**config.mk**
```make
export PLATFORM = sky130hd
export DESIGN_NAME = seq_detector_n
export DESIGN_NICKNAME = d
export VERILOG_FILES = /design/src/rtl/seq_detector_n_pkg.sv /design/src/rtl/seq_detector_n_sat_counter.sv /design/src/rtl/seq_detector_n.sv
export SDC_FILE = /design/constraint.sdc
export NUM_CORES = 1
export LEC_CHECK = 0
export CAP_MARGIN = 10
export CORE_MARGIN = 1
export CORE_UTILIZATION = 44
export DETAILED_ROUTE_END_ITERATION = 8
export GPL_TIMING_DRIVEN = 0
export PLACE_DENSITY_LB_ADDON = 0.12
export SYNTH_ARGS = -nofsm -noshare
export SYNTH_HDL_FRONTEND = slang
export SYNTH_SLANG_ARGS = --single-unit
```
**constraint.sdc**
```tcl
create_clock -name clk -period 2.05 [get_ports clk]
set_input_delay 0.3075 -clock clk [delete_from_list [all_inputs] [get_ports clk]]
set_output_delay 0.3075 -clock clk [all_outputs]
set_load 0.02 [all_outputs]
```
**src/rtl/seq_detector_n_pkg.sv**
```systemverilog
// Shared types and helpers for the serial pattern detector.
package seqdet_pkg;

  typedef enum logic {MODE_OVERLAP, MODE_NONOVERLAP} seqdet_mode_t;

  localparam int unsigned MAX_LEN = 16;

  // Width needed to count 0..len inclusive.
  function automatic int unsigned fill_width(input int unsigned len);
    return $clog2(len + 1);
  endfunction

endpackage

```
**src/rtl/seq_detector_n_sat_counter.sv**
```systemverilog
// Saturating up-counter with synchronous active-low reset and clear.
module sat_counter #(
  parameter int unsigned W = 8
) (
  input  logic         clk,
  input  logic         reset_n,
  input  logic         clear,
  input  logic         inc,
  output logic [W-1:0] q
);

  always_ff @(posedge clk) begin
    if (!reset_n || clear) begin
      q <= '0;
    end else if (inc && (q != '1)) begin
      q <= q + 1'b1;
    end
  end

endmodule

```
**src/rtl/seq_detector_n.sv**
```systemverilog
// Parametrised serial pattern detector with registered match pulse,
// overlap/non-overlap mode and a saturating match counter.
module seq_detector_n
  import seqdet_pkg::*;
#(
  parameter int unsigned          LEN     = 4,
  parameter logic [MAX_LEN-1:0]   PATTERN = 4'b1011,
  parameter seqdet_mode_t         MODE    = MODE_OVERLAP,
  parameter int unsigned          CNT_W   = 8
) (
  input  logic             clk,
  input  logic             reset_n,
  input  logic             en,
  input  logic             clear,
  input  logic             din,
  output logic             z,
  output logic [CNT_W-1:0] match_count,
  output logic             armed
);

  localparam int unsigned       FILL_W    = fill_width(LEN);
  localparam logic [FILL_W-1:0] FILL_FULL = FILL_W'(LEN);
  localparam logic [LEN-1:0]    TARGET    = PATTERN[LEN-1:0];

  if ((LEN < 2) || (LEN > MAX_LEN)) begin : g_bad_len
    $error("seq_detector_n: LEN must be in 2..%0d", MAX_LEN);
  end
  if ((PATTERN >> LEN) != '0) begin : g_bad_pattern
    $error("seq_detector_n: PATTERN does not fit in LEN bits");
  end

  logic [LEN-1:0]    hist, hist_n, hist_d;
  logic [FILL_W-1:0] fill, fill_n, fill_d;
  logic              match;

  // match is gated by en first so an undriven din during stalls cannot reach z.
  always_comb begin
    hist_n = {hist[LEN-2:0], din};
    fill_n = (fill == FILL_FULL) ? fill : fill + 1'b1;
    match  = en && (fill_n == FILL_FULL) && (hist_n == TARGET);
    hist_d = hist;
    fill_d = fill;
    if (en) begin
      hist_d = hist_n;
      fill_d = (match && (MODE == MODE_NONOVERLAP)) ? '0 : fill_n;
    end
  end

  always_ff @(posedge clk) begin
    if (!reset_n || clear) begin
      hist  <= '0;
      fill  <= '0;
      z     <= 1'b0;
      armed <= 1'b0;
    end else begin
      hist  <= hist_d;
      fill  <= fill_d;
      z     <= match;
      armed <= (fill_d == FILL_FULL);
    end
  end

  sat_counter #(.W(CNT_W)) u_match_cnt (
    .clk     (clk),
    .reset_n (reset_n),
    .clear   (clear),
    .inc     (match),
    .q       (match_count)
  );

endmodule

```
==> key figures, run 1 <==
Logic synthesis
  • Post-synthesis register bit count: 16
  • Mapped Cells: 82
  • Syn nets: 90
  • Distinct cells, synth: 29
  • Mapped Area: approximately 750 sq um
  • YS warnings: 0
  • Sequential area share after synthesis: 0.4245
  • Syn Area/Cell: about 9.2 sq um

Finish
  • Layout area overhead: 38.97%
  • Inserted Diodes: 0
  • Most frequent cells in the layout: nor2_1 (14), dfxtp_1 (14), clkdlybuf4s50_1 (13)
  • Layout cells sized above 1: 0.2523
  • Final nets: between 100 and 150

Worst setup path
  • Largest stage delay on the critical path: between 400 and 500 ps
  • CP top delay family: simple AND/OR/NAND/NOR gates
  • CP required: approximately 2300 ps
  • CP Launch Type: flip-flop
  • Critical path cell sequence: inv_4 > ha_4 > and2b_4 > mux2i_4 > or4_4 > or3_4 > a21oi_2
  • WS Path Type: flip-flop to flip-flop
  • CP endpoint kind: flip-flop
  • Buffers & Inverters on Critical Path: 1
  • CP max-delay cell: or4_4
  • Worst path arrival time: about 2300 ps
  • Critical-path maximum fanout: 6

Routing
  • Routed vias/inst: 5.236
  • Routed WL: around 1500 microns
  • Detailed Routing Iterations Pass 1: 5
  • DRT iter0 DRCs: 5
  • Avg WL per Cell: 11.98 microns
  • DRC: 0
  • Vias: roughly 640
  • Final ANT Viol Nets: 0

Timing
  • Layout Skew: between 3 and 4 ps
  • Post-route setup TNS: 0 ps
  • Minimum clock period: 2023 ps
  • Setup violators final: 0
  • Max Slew Vio Count: 0
  • Unrepaired setup endpoints after global routing: true
  • Hold Vio Cnt, Final: 0
  • Worst slew margin: 0.6828
  • Hold_ws: 370.1 ps
  • Slew @ Worst Pin: around 480 ps
  • Final worst-path cycle share: 0.9866
  • Fmax: ~500 MHz

Pwr
  • Pleak: approximately 0.35 nW
  • Pwr Total: 525.2 uW
  • P per Cell Area: approximately 500 mW/mm^2
  • Maximum vdd ir drop: between 0.0003 and 0.0004 V

Floorplan
  • Die H: between 40 and 50 microns
  • Die X: around 43 microns
  • Initial core utilization: 0.4839
  • DIE AREA: 0.001884 sq mm
  • I/O pins: 15
  • Site row count: 14
  • Core area: approximately 0.0016 sq mm

Global routing
  • Initial antenna violation count: 0
  • First-pass GRT wire length: between 2000 and 2500 microns
  • Largest net degree at the start of global routing: 11
  • Vias in the first global route: about 540
  • GRT Residual Overflow: 0
  • Total GRT Usage: 0.1622

Placement
  • Post-DP HPWL: 975 microns
  • Routability congestion estimate from global placement: about 0.75
  • Number of port buffers: 13

Hold path
  • Hold WC Path Type: input port to flip-flop

Clocking
  • CTS sink cnt: 16
  • Clk Latency, worst-skew pair: around 280 ps
  • Clock slew at reported path FFs: 90 ps
  • H-Tree Depth: 1
  • CTS Buffer Depth: 2
  • TritonCTS clock tree: built
  • Total CTS buffers: 3
  • Clk root buf: clkbuf_4
  • Hold_buf cts: 0

Flow run
  • Max cap viols: 0

Run status
  • Outcome: completed
==> worst paths after layout <==
path	endpoint	depth (start not counted)	from	slack (ps)
worst min-delay path	hist[0]$_SDFFE_PP0P_	3	en	370
worst min register to register	hist[2]$_SDFFE_PP0P_	2	hist[2]$_SDFFE_PP0P_	510
worst max-delay path	u_match_cnt.q[7]$_SDFFE_PP0P_	7	fill[0]$_SDFF_PP0_	30
worst max register to register	u_match_cnt.q[7]$_SDFFE_PP0P_	7	fill[0]$_SDFF_PP0_	30
==> timing repair <==
action,in CTS,in global routing
setup endpoints to repair,2,2
setup buffers,2,7
gates cloned,0,0
pin swaps,1,2
gates resized for setup,2,11
==> cells by family (layout without fill, tap and decap cells) <==
family	Yosys count	count (layout)	share of synthesized area
xor+xnor	6	6	0.06965
simple gates	38	38	0.2836
compound gates	9	9	0.06301
buf+inv	5	30	0.02654
fa+ha+maj	3	3	0.04976
flops	16	16	0.4245
mux	5	5	0.08292
==> Yosys cell counts (all sizes together) <==
master | number | share of area
ha | 3 | 0.050
nor3 | 2 | 0.013
xor2 | 1 | 0.012
dfxtp | 16 | 0.42
inv | 2 | 0.010
xnor2 | 5 | 0.058
buf | 1 | 0.0066
and4b | 1 | 0.013
o21ai | 3 | 0.020
and4 | 1 | 0.012
and2 | 1 | 0.0083
nand2b | 2 | 0.017
nor2b | 1 | 0.0083
nor4b | 2 | 0.023
a21oi | 5 | 0.033
clkbuf | 2 | 0.010
nand3 | 2 | 0.013
or3 | 2 | 0.017
nand4 | 2 | 0.017
nor4 | 2 | 0.017
and2b | 1 | 0.013
nand3b | 1 | 0.010
nand2 | 3 | 0.018
o211ai | 1 | 0.010
or4 | 1 | 0.015
mux2i | 5 | 0.083
nor2 | 14 | 0.070
==> area by class of cell <==
class / instances / area [sq um]
flip-flops and latches: 16 / 325.3
multi-input cells: 61 / 456.7
well taps: 16 / 20.02
plain buffers: 3 / 12.51
clock buffers: 3 / 22.52
repair buffers: 22 / 201.4
fillers: 126 / 510.5
inverters: 2 / 10.01
==> tightest hold or removal path: stages <==
cell and delay (ps):
buf_2 160, mux2i_1 90, nor2_1 70
==> per-stage QoR <==
stage,cell area [sq um],instances,setup slack [ps],utilization
floorplan,755.7,82,82.28,-
global placement,905.9,111,-191.3,0.5811
detailed placement,905.9,111,-202.5,0.5811
finish,1049,123,27.46,0.6726
global route,1049,123,-18.92,0.6726
CTS,947.2,116,6.244,0.6075
==> state kept, by name, indices dropped and copies added (netlist names) <==
signal and count:
hist 3, z 1, u_match_cnt.q 8, armed 1
fill 3
==> metal layers <==
layer	routed length [microns]	share of wire	GRT usage	vias to the layer above
met5	0	0	0	-
met1	755	0.51	0.2173	291
li1	-	-	-	338
met4	38	0.026	0.1125	0
met3	53	0.036	0.02917	4
met2	627	0.43	0.2364	11
==> power by group <==
part	leakage [nW]	switching [mW]	internal [mW]
Clock	0.0138	0.0929	0.0683
Sequential	0.130	0.00207	0.312
Combinational	0.210	0.0227	0.0269
(Power assumes the default switching activity.)
==> run 2, diff against run 1 <==
--- a/config.mk
+++ b/config.mk
@@ -7,10 +7,11 @@
 export LEC_CHECK = 0
 export CAP_MARGIN = 10
 export CORE_MARGIN = 1
-export CORE_UTILIZATION = 44
+export CORE_UTILIZATION = 30
 export DETAILED_ROUTE_END_ITERATION = 8
 export GPL_TIMING_DRIVEN = 0
 export PLACE_DENSITY_LB_ADDON = 0.12
+export SLEW_MARGIN = 10
 export SYNTH_ARGS = -nofsm -noshare
 export SYNTH_HDL_FRONTEND = slang
 export SYNTH_SLANG_ARGS = --single-unit
==> constraint.sdc (replaced) <==
create_clock -name clk -period 1.65 [get_ports clk]
set_input_delay 0.2475 -clock clk [delete_from_list [all_inputs] [get_ports clk]]
set_output_delay 0.2475 -clock clk [all_outputs]
set_load 0.02 [all_outputs]
==> key figures, run 2 (synthesis results as in run 1) <==
Run status
  • Outcome: complete, but fails checks (was completed)
  • Failing checks: setup timing

Placement
  • Placed cells: 123 (was 111)
  • Routability congestion estimate from global placement: 0.7681 (was 0.7540)
  • Number of port buffers: 13 (unchanged)
  • Post-DP HPWL: 1038 microns (was 975 microns)

Timing
  • Layout Skew: 1.414 ps (was 3.481 ps)
  • Unrepaired setup endpoints after global routing: true (unchanged)
  • Slew @ Worst Pin: 458.5 ps (was 475.8 ps)
  • Minimum clock period: 1996 ps (was 2023 ps)
  • Final worst-path cycle share: 1.210 (was 0.9866)
  • Fmax: 500.9 MHz (was 494.4 MHz)
  • Hold Vio Cnt, Final: 0 (unchanged)
  • Post-route setup slack: -346.3 ps (was 27.46 ps)
  • Worst slew margin: 0.6943 (was 0.6828)
  • Setup violators final: 8 (was 0)
  • Max Slew Vio Count: 0 (unchanged)

Routing
  • DRC: 0 (unchanged)
  • Avg WL per Cell: 11.74 microns (was 11.98 microns)
  • Vias: 638 (was 644)
  • DRT iter0 DRCs: 4 (was 5)
  • Detailed Routing Iterations Pass 1: 4 (was 5)
  • Final ANT Viol Nets: 0 (unchanged)
  • Routed WL: 1562 microns (was 1474 microns)
  • Routed vias/inst: 4.797 (was 5.236)

Clocking
  • TritonCTS clock tree: built (unchanged)
  • CTS sink cnt: 16 (unchanged)
  • Clk Latency, worst-skew pair: 290 ps (was 280 ps)
  • CTS Buffer Depth: 2 (unchanged)
  • H-Tree Depth: 1 (unchanged)
  • Clock slew at reported path FFs: 90 ps (about the same)
  • Total CTS buffers: 3 (unchanged)
  • Clk root buf: clkbuf_4 (unchanged)

Worst setup path
  • CP endpoint kind: flip-flop (unchanged)
  • CP Launch Type: flip-flop (unchanged)
  • Worst path arrival time: 2220 ps (was 2250 ps)
  • WS Path Type: flip-flop to flip-flop (unchanged)
  • CP required: 1880 ps (was 2270 ps)
  • Critical-path maximum fanout: 4 (was 6)

Flow run
  • Max cap viols: 0 (unchanged)

Pwr
  • Maximum vdd ir drop: 0.0004412 V (was 0.0003146 V)
  • Pleak: 0.4623 nW (was 0.3540 nW)
  • Pwr Total: 711.5 uW (was 525.2 uW)
  • P per Cell Area: 651.4 mW/mm^2 (was 500.9 mW/mm^2)

Finish
  • Fillers: 227 (was 126)
  • Max reg flops: 8 (unchanged)
  • Inserted Diodes: 0 (unchanged)
  • Most frequent cells in the layout: nor2_1 (14), dfxtp_1 (14), clkdlybuf4s50_1 (10) (was nor2_1 (14), dfxtp_1 (14), clkdlybuf4s50_1 (13))
  • Post-route insts no fill: 133 (was 123)
  • Biggest registers after layout: u_match_cnt.q x8, fill x3, hist x3 (unchanged)
  • Layout cells sized above 1: 0.2476 (was 0.2523)
  • Top reg by flops: u_match_cnt.q (unchanged)
  • Core Util, Final: 0.4755 (was 0.6726)
  • Final nets: 114 (was 117)
  • Layout area overhead: 44.78% (was 38.97%)

Global routing
  • GRT Residual Overflow: 0 (unchanged)
  • Total GRT Usage: 0.1389 (was 0.1622)
  • Largest net degree at the start of global routing: 11 (unchanged)
  • First-pass GRT wire length: 2711 microns (was 2221 microns)
  • Vias in the first global route: 636 (was 535)
  • Initial antenna violation count: 0 (unchanged)

Floorplan
  • Die H: 52.15 microns (was 43.41 microns)
  • Initial core utilization: 0.3284 (was 0.4839)
  • Core area: 0.002297 sq mm (was 0.001559 sq mm)
  • Die X: 52.15 microns (was 43.41 microns)
  • Site row count: 17 (was 14)
  • I/O pins: 15 (unchanged)
  • DIE AREA: 0.002720 sq mm (was 0.001884 sq mm)

Hold path
  • Hold WC Path Type: input port to flip-flop (unchanged)
-- run 2: cell types whose count changed in the layout (fill, tap and decap cells not counted), sizes merged --
| cell | before | now |
|---|---|---|
| clkdlybuf4s50 | 13 | 10 |
| dlymetal6s2s | 0 | 3 |
| clkbuf | 5 | 6 |
| buf | 10 | 7 |
-- run 2: stage by stage --
step	hold slack, ps	TNS, ps	worst slack [ps]	area [sq um]
floorplan	394.7	-918.7	-317.7	755.7
global placement	470.0	-2234	-540.1	920.9
detailed placement	482.6	-2286	-571.1	920.9
CTS	314.4	-1235	-351.1	1061
global route	322.1	-2324	-419.3	1092
finish	320.2	-1486	-346.3	1092
-- run 2: final timing paths --
kind	end	start	cells past startpoint	slack [ps]
worst max-delay path	u_match_cnt.q[7]$_SDFFE_PP0P_	fill[1]$_SDFF_PP0_	7	-350
worst min-delay path	hist[0]$_SDFFE_PP0P_	en	3	320
worst max register to register	u_match_cnt.q[7]$_SDFFE_PP0P_	fill[1]$_SDFF_PP0_	7	-350
worst min register to register	hist[2]$_SDFFE_PP0P_	hist[2]$_SDFFE_PP0P_	2	500
-- run 2: worst max-delay path: stages, from the launching register on --
cell,delay [ps]
dfxtp_2,350
inv_2,50
ha_4,220
and2b_4,260
mux2i_4,70
or4_4,550
or3_1,330
a21oi_1,120
-- run 2: final cells by class --
| class | instances | area (sq um) | share of cell area |
|---|---|---|---|
| repair buffers | 19 | 186.4 | 0.1707 |
| flip-flops and latches | 16 | 325.3 | 0.2978 |
| multi-input cells | 61 | 489.2 | 0.4479 |
| clock buffers | 4 | 36.28 | 0.03322 |
| plain buffers | 3 | 12.51 | 0.01145 |
| inverters | 2 | 7.507 | 0.006873 |
| well taps | 28 | 35.03 | 0.03207 |
-- run 2: timing repair --
action / 4_1_cts / 5_1_grt
setup endpoints to repair: 8 / 11
resized for setup: 13 / 6
pin swaps: 9 / 7
hold endpoints to repair: 0 / 0
buffers inserted: 5 / 1
hold buffers: 0 / 0
-- run 2: metal layers --
metal / vias to the layer above / GRT usage / share of wire
met5: - / 0 / 0
met4: 0 / 0.03947 / 0.0083
met3: 2 / 0.05263 / 0.048
met2: 12 / 0.2457 / 0.45
met1: 291 / 0.1530 / 0.49
li1: 333 / - / -
-- run 2: report_power, final --
group / internal, mW / switching [mW] / total, mW
clock network: 0.134 / 0.128 / 0.262
registers: 0.388 / 0.00206 / 0.390
logic: 0.0302 / 0.0293 / 0.0595
total: 0.553 / 0.159 / 0.712
==> run 3, diff against run 2 <==
--- a/config.mk
+++ b/config.mk
@@ -7,10 +7,12 @@
 export LEC_CHECK = 0
 export CAP_MARGIN = 10
 export CORE_MARGIN = 1
-export CORE_UTILIZATION = 30
+export CORE_UTILIZATION = 44
 export DETAILED_ROUTE_END_ITERATION = 8
 export GPL_TIMING_DRIVEN = 0
 export PLACE_DENSITY_LB_ADDON = 0.12
+export RECOVER_POWER = 50
+export SKIP_LAST_GASP = 1
 export SLEW_MARGIN = 10
 export SYNTH_ARGS = -nofsm -noshare
 export SYNTH_HDL_FRONTEND = slang
==> key figures, run 3 (synthesis results as in run 1) <==
Timing
  • Max Slew Vio Count: 0 (unchanged)
  • Post-route setup slack: -361.8 ps (was -346.3 ps)
  • Fmax: 497.1 MHz (was 500.9 MHz)
  • Worst slew margin: 0.6807 (was 0.6943)
  • Setup violators final: 8 (unchanged)
  • Minimum clock period: 2012 ps (was 1996 ps)
  • Hold Vio Cnt, Final: 0 (unchanged)
  • Layout Skew: 1.091 ps (was 1.414 ps)
  • Slew @ Worst Pin: 478.9 ps (was 458.5 ps)
  • Unrepaired setup endpoints after global routing: true (unchanged)
  • Final worst-path cycle share: 1.219 (was 1.210)

Worst setup path
  • Buffers & Inverters on Critical Path: 1 (unchanged)
  • Largest stage delay on the critical path: 550 ps (about the same)
  • Critical-path maximum fanout: 4 (unchanged)
  • WS Path Type: flip-flop to flip-flop (unchanged)
  • Worst path arrival time: 2240 ps (was 2220 ps)
  • Critical path cell sequence: inv_2 > ha_4 > and2b_4 > mux2i_4 > or4_4 > or3_4 > a21oi_2 (was inv_2 > ha_4 > and2b_4 > mux2i_4 > or4_4 > or3_1 > a21oi_1)
  • CP Launch Type: flip-flop (unchanged)
  • CP top delay family: simple AND/OR/NAND/NOR gates (unchanged)
  • CP endpoint kind: flip-flop (unchanged)
  • CP max-delay cell: or4_4 (unchanged)
  • CP required: 1870 ps (was 1880 ps)

Finish
  • Layout cells sized above 1: 0.2571 (was 0.2476)
  • Core Util, Final: 0.6902 (was 0.4755)
  • Layout area overhead: 42.62% (was 44.78%)
  • Biggest registers after layout: u_match_cnt.q x8, fill x3, hist x3 (unchanged)
  • Post-route insts no fill: 121 (was 133)
  • Most frequent cells in the layout: nor2_1 (14), dfxtp_1 (14), clkdlybuf4s50_1 (9) (was nor2_1 (14), dfxtp_1 (14), clkdlybuf4s50_1 (10))
  • Total area of sequential cells: 325.3 sq um (unchanged)
  • Inserted Diodes: 0 (unchanged)
  • Multi-input combinational cell area: 513.0 sq um (was 489.2 sq um)
  • Final nets: 115 (was 114)
  • Top reg by flops: u_match_cnt.q (unchanged)
  • Fillers: 119 (was 227)
  • Max reg flops: 8 (unchanged)

Floorplan
  • Die H: 43.41 microns (was 52.15 microns)
  • DIE AREA: 0.001884 sq mm (was 0.002720 sq mm)
  • Core area: 0.001559 sq mm (was 0.002297 sq mm)
  • Site row count: 14 (was 17)
  • I/O pins: 15 (unchanged)
  • Die X: 43.41 microns (was 52.15 microns)
  • Initial core utilization: 0.4839 (was 0.3284)

Routing
  • DRT iter0 DRCs: 6 (was 4)
  • Detailed Routing Iterations Pass 1: 4 (unchanged)
  • Final ANT Viol Nets: 0 (unchanged)
  • Routed vias/inst: 5.711 (was 4.797)
  • DRC: 0 (unchanged)
  • Routed WL: 1720 microns (was 1562 microns)
  • Avg WL per Cell: 14.21 microns (was 11.74 microns)
  • Vias: 691 (was 638)

Clocking
  • Clk root buf: clkbuf_4 (unchanged)
  • Total CTS buffers: 3 (unchanged)
  • Clk Latency, worst-skew pair: 280 ps (was 290 ps)
  • Hold_buf cts: 0 (unchanged)
  • CTS sink cnt: 16 (unchanged)
  • H-Tree Depth: 1 (unchanged)
  • TritonCTS clock tree: built (unchanged)
  • CTS Buffer Depth: 2 (unchanged)
  • Clock slew at reported path FFs: 90 ps (about the same)

Placement
  • Number of port buffers: 13 (unchanged)
  • Placed cells: 111 (was 123)
  • Post-DP HPWL: 968.4 microns (was 1038 microns)
  • Routability congestion estimate from global placement: 0.7538 (was 0.7681)

Pwr
  • Pleak: 0.4068 nW (was 0.4623 nW)
  • P per Cell Area: 607.1 mW/mm^2 (was 651.4 mW/mm^2)
  • Maximum vdd ir drop: 0.0004174 V (was 0.0004412 V)

Global routing
  • Vias in the first global route: 565 (was 636)
  • First-pass GRT wire length: 2511 microns (was 2711 microns)
  • GRT Residual Overflow: 0 (unchanged)
  • Total GRT Usage: 0.1840 (was 0.1389)
  • Largest net degree at the start of global routing: 11 (unchanged)
  • Initial antenna violation count: 0 (unchanged)

Run status
  • Outcome: complete, but fails checks (unchanged)
  • Failing checks: setup timing (unchanged)

Flow run
  • Max cap viols: 0 (unchanged)

Hold path
  • Hold WC Path Type: input port to flip-flop (unchanged)
## run 3: changes by cell type in the layout (fill, tap and decap cells not counted), sizes merged
cell / delta
clkbuf: +2
clkdlybuf4s50: -1
dlygate4sd3: +2
dlymetal6s2s: -3
## run 3: final timing paths
kind / slack, ps / from / cells past startpoint / endpoint
setup / recovery: -360 / fill[1]$_SDFF_PP0_ / 7 / u_match_cnt.q[7]$_SDFFE_PP0P_
hold / removal: 310 / en / 3 / hist[0]$_SDFFE_PP0P_
setup reg to reg: -360 / fill[1]$_SDFF_PP0_ / 7 / u_match_cnt.q[7]$_SDFFE_PP0P_
hold reg to reg: 510 / hist[2]$_SDFFE_PP0P_ / 2 / hist[2]$_SDFFE_PP0P_
## run 3: metrics by stage
stage               hold WS, ps  setup TNS (ps)  instance area [sq um]  setup slack [ps]  total power [mW]
detailed placement        490.8           -2177                  905.9            -550.7            0.4452
global placement          469.5           -2103                  905.9            -531.3            0.4448
global route              325.0           -2306                   1076            -411.6            0.6750
CTS                       314.1           -1237                   1032            -364.6            0.6515
floorplan                 394.7          -918.7                  755.7            -317.7            0.4315
finish                    309.1           -1668                   1076            -361.8            0.6533
## run 3: power breakdown
group / leakage, nW / internal, mW / switching (mW)
logic: 0.263 / 0.0302 / 0.0301
registers: 0.130 / 0.388 / 0.00208
clock network: 0.0138 / 0.0848 / 0.118
## run 3: final cells by class
class                           instances  share of cell area
Multi-Input combinational cell         61              0.4767
Sequential cell                        16              0.3023
Timing Repair Buffer                   20              0.1628
Clock buffer                            3             0.02093
Tap cell                               16             0.01860
Buffer                                  3             0.01163
Inverter                                2            0.006977
## run 3: timing repair
| item | 4_1_cts | 5_1_grt |
|---|---|---|
| gates resized for setup | 13 | 10 |
| buffers inserted | 5 | 2 |
| pin swaps | 10 | 6 |
| setup endpoints to repair | 8 | 10 |
## run 3: metal layers
layer / wire length [microns] / GRT usage
met1: 764 / 0.2435
met2: 828 / 0.2909
met3: 85 / 0.02917
met4: 42 / 0.09375
met5: 0 / 0
## run 3: worst register-to-register path: cells and delay by family (launching register included)
family	cells	cell delay, ps
AO/OA/AOI/OAI	1	110
adder cells (fa/ha/maj)	1	230
buffers and inverters	1	50
flip-flops	1	350
multiplexers	1	70
AND/OR/NAND/NOR	3	1150
